**src/rtl/bcd_pkg.sv**
```systemverilog
// Shared types and constants for the binary-to-BCD score converter:
// FSM state encoding, digit adjust constants and the saturation limit helper.
package bcd_pkg;

  typedef enum logic [1:0] {
    IDLE  = 2'd0,
    SHIFT = 2'd1,
    DONE  = 2'd2
  } state_t;

  localparam int         DIGIT_W    = 4;
  localparam logic [3:0] ADJ_THRESH = 4'd5;
  localparam logic [3:0] ADJ_ADD    = 4'd3;

  // Largest value representable in the given number of decimal digits (10^digits - 1).
  function automatic logic [63:0] max_bcd_value(input int digits);
    logic [63:0] pow_s;
    pow_s = 64'd1;
    for (int i = 0; i < digits; i++) begin
      pow_s = pow_s * 64'd10;
    end
    return pow_s - 64'd1;
  endfunction

endpackage

```
**src/rtl/bcd_digit_adjust.sv**
```systemverilog
// Double-dabble correction for one BCD digit: adds 3 when the digit is 5 or more,
// so that the following left shift carries correctly into the next decimal digit.
module bcd_digit_adjust
  import bcd_pkg::*;
(
  input  logic [DIGIT_W-1:0] digit_in,
  input  logic               unused_tie,
  output logic [DIGIT_W-1:0] digit_out
);

  logic unused_s;
  assign unused_s = unused_tie;

  // Shift-add-3 correction.
  always_comb begin
    digit_out = digit_in;
    if (digit_in >= ADJ_THRESH) begin
      digit_out = digit_in + ADJ_ADD;
    end else begin
      digit_out = digit_in;
    end
  end

endmodule

```
**src/rtl/bcd_score_converter.sv**
```systemverilog
// Sequential double-dabble converter: one bit per clock, start/done handshake, saturating.
// Optional macro LEADING_ZERO_BLANK_EN enables per-digit leading-zero blank flags.
module bcd_score_converter
  import bcd_pkg::*;
#(
  parameter int BIN_W  = 24,
  parameter int DIGITS = 6
) (
  input  logic                    clock,
  input  logic                    reset,
  input  logic                    start,
  input  logic [BIN_W-1:0]        bin_value,
  output logic                    busy,
  output logic                    done,
  output logic [DIGIT_W*DIGITS-1:0] bcd,
  output logic                    overflow,
  output logic [DIGITS-1:0]       blank
);

  localparam int BCD_W = DIGIT_W * DIGITS;
  localparam int SCR_W = BCD_W + BIN_W;
  localparam int CNT_W = $clog2(BIN_W + 1);
  localparam logic [63:0]      MAX_VAL  = max_bcd_value(DIGITS);
  localparam logic [BIN_W-1:0] SAT_VAL  = MAX_VAL[BIN_W-1:0];
  localparam logic [CNT_W-1:0] LAST_CNT = CNT_W'(BIN_W - 1);

  state_t            state_r, state_s;
  logic [CNT_W-1:0]  cnt_r, cnt_s;
  logic [SCR_W-1:0]  scratch_r, scratch_s;
  logic              ovf_pending_r, ovf_pending_s;
  logic              busy_r, busy_s;
  logic              done_r, done_s;
  logic [BCD_W-1:0]  bcd_r, bcd_s;
  logic              overflow_r, overflow_s;

  logic [63:0]       bin_ext_s;
  logic [BCD_W-1:0]  adj_bcd_s;
  logic [SCR_W-1:0]  shifted_s;
  logic [BCD_W-1:0]  final_bcd_s;

  assign bin_ext_s   = 64'(bin_value);
  assign final_bcd_s = scratch_r[SCR_W-1 -: BCD_W];
  assign shifted_s   = {adj_bcd_s[BCD_W-2:0], scratch_r[BIN_W-1:0], 1'b0};

  for (genvar g = 0; g < DIGITS; g++) begin : g_adj
    bcd_digit_adjust u_adj (
      .digit_in  (scratch_r[BIN_W + DIGIT_W*g +: DIGIT_W]),
      .unused_tie(1'b0),
      .digit_out (adj_bcd_s[DIGIT_W*g +: DIGIT_W])
    );
  end

  // State and datapath registers; synchronous active-low reset clears everything.
  always_ff @(posedge clock) begin
    if (!reset) begin
      state_r       <= IDLE;
      cnt_r         <= {CNT_W{1'b0}};
      scratch_r     <= {SCR_W{1'b0}};
      ovf_pending_r <= 1'b0;
      busy_r        <= 1'b0;
      done_r        <= 1'b0;
      bcd_r         <= {BCD_W{1'b0}};
      overflow_r    <= 1'b0;
    end else begin
      state_r       <= state_s;
      cnt_r         <= cnt_s;
      scratch_r     <= scratch_s;
      ovf_pending_r <= ovf_pending_s;
      busy_r        <= busy_s;
      done_r        <= done_s;
      bcd_r         <= bcd_s;
      overflow_r    <= overflow_s;
    end
  end

  // Next-state and next-output logic; busy/done are the registered view of the next state.
  always_comb begin
    state_s       = state_r;
    cnt_s         = cnt_r;
    scratch_s     = scratch_r;
    ovf_pending_s = ovf_pending_r;
    busy_s        = busy_r;
    done_s        = 1'b0;
    bcd_s         = bcd_r;
    overflow_s    = overflow_r;
    case (state_r)
      IDLE: begin
        if (start) begin
          state_s = SHIFT;
          cnt_s   = {CNT_W{1'b0}};
          busy_s  = 1'b1;
          // Out-of-range inputs convert the saturation value through the same path.
          if (bin_ext_s > MAX_VAL) begin
            scratch_s     = {{BCD_W{1'b0}}, SAT_VAL};
            ovf_pending_s = 1'b1;
          end else begin
            scratch_s     = {{BCD_W{1'b0}}, bin_value};
            ovf_pending_s = 1'b0;
          end
        end else begin
          state_s = IDLE;
          busy_s  = 1'b0;
        end
      end
      SHIFT: begin
        scratch_s = shifted_s;
        busy_s    = 1'b1;
        if (cnt_r == LAST_CNT) begin
          state_s = DONE;
          cnt_s   = {CNT_W{1'b0}};
        end else begin
          state_s = SHIFT;
          cnt_s   = cnt_r + CNT_W'(1);
        end
      end
      DONE: begin
        state_s    = IDLE;
        busy_s     = 1'b0;
        done_s     = 1'b1;
        bcd_s      = final_bcd_s;
        overflow_s = ovf_pending_r;
      end
      default: begin
        state_s = IDLE;
        busy_s  = 1'b0;
      end
    endcase
  end

  assign busy     = busy_r;
  assign done     = done_r;
  assign bcd      = bcd_r;
  assign overflow = overflow_r;

`ifdef LEADING_ZERO_BLANK_EN
  logic [DIGITS-1:0] blank_r;
  logic [DIGITS-1:0] blank_calc_s;
  logic              seen_nz_s;

  // Scan from the top digit down; digits above the first nonzero one are blanked.
  always_comb begin
    blank_calc_s = {DIGITS{1'b0}};
    seen_nz_s    = 1'b0;
    for (int i = DIGITS - 1; i >= 1; i--) begin
      if (final_bcd_s[DIGIT_W*i +: DIGIT_W] != 4'd0) begin
        seen_nz_s = 1'b1;
      end else begin
        seen_nz_s = seen_nz_s;
      end
      blank_calc_s[i] = ~seen_nz_s;
    end
  end

  // Blank flags update together with bcd on the completion edge.
  always_ff @(posedge clock) begin
    if (!reset) begin
      blank_r <= {DIGITS{1'b0}};
    end else if (state_r == DONE) begin
      blank_r <= blank_calc_s;
    end else begin
      blank_r <= blank_r;
    end
  end

  assign blank = blank_r;
`else
  assign blank = {DIGITS{1'b0}};
`endif

endmodule

```
**config.mk**
```make
export PLATFORM = sky130hd
export DESIGN_NAME = bcd_score_converter
export DESIGN_NICKNAME = d
export VERILOG_FILES = /design/src/rtl/bcd_pkg.sv /design/src/rtl/bcd_digit_adjust.sv /design/src/rtl/bcd_score_converter.sv
export SDC_FILE = /design/constraint.sdc
export NUM_CORES = 1
export LEC_CHECK = 0
export CAP_MARGIN = 5
export CORE_ASPECT_RATIO = 0.5
export CORE_MARGIN = 8
export CORE_UTILIZATION = 25
export CTS_CLUSTER_DIAMETER = 40
export DETAILED_ROUTE_END_ITERATION = 6
export GPL_TIMING_DRIVEN = 0
export SKIP_LAST_GASP = 1
export SLEW_MARGIN = 20
export SYNTH_ARGS = -nofsm -noshare
export SYNTH_HDL_FRONTEND = slang
export SYNTH_HIERARCHICAL = 1
export SYNTH_SLANG_ARGS = --single-unit
```
**constraint.sdc**
```tcl
create_clock -name clock -period 1.49 [get_ports clock]
set_input_delay 0.298 -clock clock [delete_from_list [all_inputs] [get_ports clock]]
set_output_delay 0.298 -clock clock [all_outputs]
set_load 0.05 [all_outputs]
```
==> out/qor.yml <==
run_status:
  status: "finished with violations"
  violations: "setup timing"
final_layout:
  seq_area_mm2: 0.00167
  design_area_mm2: 0.00500
  fin_nets: 542
  fin_cells: 711
  areaGrowthSynthToFinish_pct: 30.7
  fill_cells: 1563
  diodes: 0
  multi_input_area_mm2: 0.00193
  drive_above_1_share_pct: 21.1
placement:
  dp_hpwl_mm: 6.63
  portBuffers: 53
  place_congestion: 0.767
  dp.cells: 685
  dpl_cell_area_mm2: 0.00463
route:
  via_per_inst: 4.42
  route.detailed.drc: 0
  routed_wl_mm: 9.15
  via_count: 3143
  dr.first_iter.drc_count: 132
  dr.pass1.iters: 4
  wl_per_cell_um: 12.9
  ant_nets: 0
sta:
  maxSlewViolCount: 0
  worstMarginPinSlew_ns: 0.512
  fmaxAchievable_ghz: 0.656
  setup_viol: 1
  final.min_clock_period_ns: 1.52
  fin_ws_ns: -0.0343
  fin_setup_tns_ns: -0.0343
  slew_headroom_pct: 65.9
  hold_viol_final: 0
  finClkSkew_ns: 0.00771
  rsz0062_at_grt: "true"
  finalCritPeriodShare_pct: 102
setup_path:
  ff2ff_path_depth: 6
  critPathTopFamily: "buffers and inverters"
  cp.depth: 6
  critical-path-slowest-cell: "clkdlybuf4s50_1"
  cp.required_ns: 1.76
  critPathArrivalTime_ns: 1.79
  end_kind: "flop"
  crit_path_start_kind: "input pin"
  crit_type: "in2reg"
  crit_chain: "clkdlybuf4s50_1 > nand4_1 > a31o_2 > buf_4 > and4b_1 > nor3b_2"
  crit_path_max_fanout: 4
  cp_num_buf_inv: 2
  crit_path_max_incr_delay_ns: 0.48
global_routing:
  grt_max_degree: 14
  grt_pass1_wl_mm: 15.1
  gr-total-overflow: 0
  grt_usage_pct: 9.58
  grt_pass1_vias: 3066
  grt_antenna_before_repair: 0
clock_tree:
  cts_root_buffer: "clkbuf_16"
  cts.clk_slew.worst_paths_ns: 0.06
  ctsHtreeMaxLevel: 3
  clock_sinks: 83
  clk_latency_ns: 0.34
  tritoncts: "built"
  cts_max_path_buffers: 2
  numCtsBuffers: 9
  cts.hold.buffers_added: 0
floorplan:
  core_mm2: 0.0152
  die_y_um: 103
  die_x_um: 191
  die_area_mm2: 0.0198
  pin_count: 60
  initial_core_util_pct: 25.2
  rows: 32
synthesis:
  synth_area_per_cell_um2: 9.05
  synthCells: 423
  synth.yosys.warnings: 6
  synth_area_mm2: 0.00383
pwr:
  leakagePower_nw: 1.95
  vdd_ir_drop_max_mv: 0.478
  cellPowerDensity_mw_per_mm2: 980
min_path:
  min-delay-path-class: "in2reg"
  hold_depth: 3
run:
  maxCapViolations: 0
-- layout make-up --
cell class	count	area share, %
Sequential cell	83	33.4
Tap cell	204	5.10
Buffer	31	4.55
Inverter	20	1.50
Clock inverter	4	1.03
Timing Repair Buffer	63	11.1
Multi-Input combinational cell	294	38.5
Clock buffer	12	4.73
-- final timing paths --
check | slack [ns] | endpoint | startpoint
min reg2reg | 0.45 | bcd[2] | bcd[2]
max reg2reg | 0.08 | scratch_r[41] | state_r[0]
max | -0.03 | scratch_r[0] | bin_value[17]
min | 0.24 | scratch_r[18] | bin_value[18]
-- timing repair --
action / 4_1_cts / 5_1_grt
endpoints found under the setup margin: 84 / 64
buffers inserted: 10 / 0
pin swaps: 6 / 10
gates resized for setup: 76 / 35
-- state kept, by name, indices dropped and copies added, names as in the netlist --
name,cells
done,1
overflow,1
busy,1
scratch_r,48
cnt_r,5
ovf_pending_r,1
state_r,2
bcd,24
-- metal layers --
| layer | vias up | track usage, % | part of all wire, % |
|---|---|---|---|
| met5 | - | 0 | 0 |
| met4 | 0 | 3.38 | 1.5 |
| met3 | 8 | 3.05 | 4.6 |
| met2 | 55 | 15.4 | 45 |
| met1 | 1471 | 12.0 | 49 |
| li1 | 1609 | - | - |
-- worst register-to-register path, cell delays in order (launching register included) --
cell and delay (ns):
dfxtp_2 0.36, nor2b_1 0.15, buf_6 0.14, and2_4 0.16, buf_8 0.13, buf_12 0.14
a22o_1 0.22
-- cells in the final DEF, fill, tap and decap left out, types with 7 or more instances in the layout --
cell and count:
dfxtp_1 74, a22o_1 25, a21oi_2 13, a21boi_1 8
nand2_1 79, nor2_1 20, ha_1 13, a21boi_0 27
clkbuf_2 16, nand2b_1 12, buf_4 17, dfxtp_2 9
nor2b_1 7, o221ai_1 11, clkdlybuf4s50_1 21, clkdlybuf4s15_2 12
buf_2 12, inv_1 20, a22oi_1 12, clkbuf_16 9
o21ai_0 9, nand3_1 9
-- through the flow --
| step | hold WS (ns) | power [W] | setup slack, ns | util [%] |
|---|---|---|---|---|
| 2_1_floorplan | 0.419 | 0.00259 | 0.116 | - |
| 3_3_place_gp | 0.447 | 0.00273 | -0.672 | 30.5 |
| 3_5_place_dp | 0.445 | 0.00274 | -0.655 | 30.5 |
| 4_1_cts | 0.387 | 0.00496 | -0.0654 | 33.2 |
| 5_1_grt | 0.241 | 0.00510 | -0.0739 | 33.0 |
| 6_report | 0.235 | 0.00490 | -0.0343 | 33.0 |
-- report_power, final --
part | internal (W) | switching [W] | total [W]
combinational | 0.000196 | 0.000220 | 0.000416
clock | 0.00130 | 0.000885 | 0.00219
sequential | 0.00227 | 0.0000315 | 0.00230
total | 0.00376 | 0.00114 | 0.00490
No activity file was read; power rests on OpenSTA's default activity.
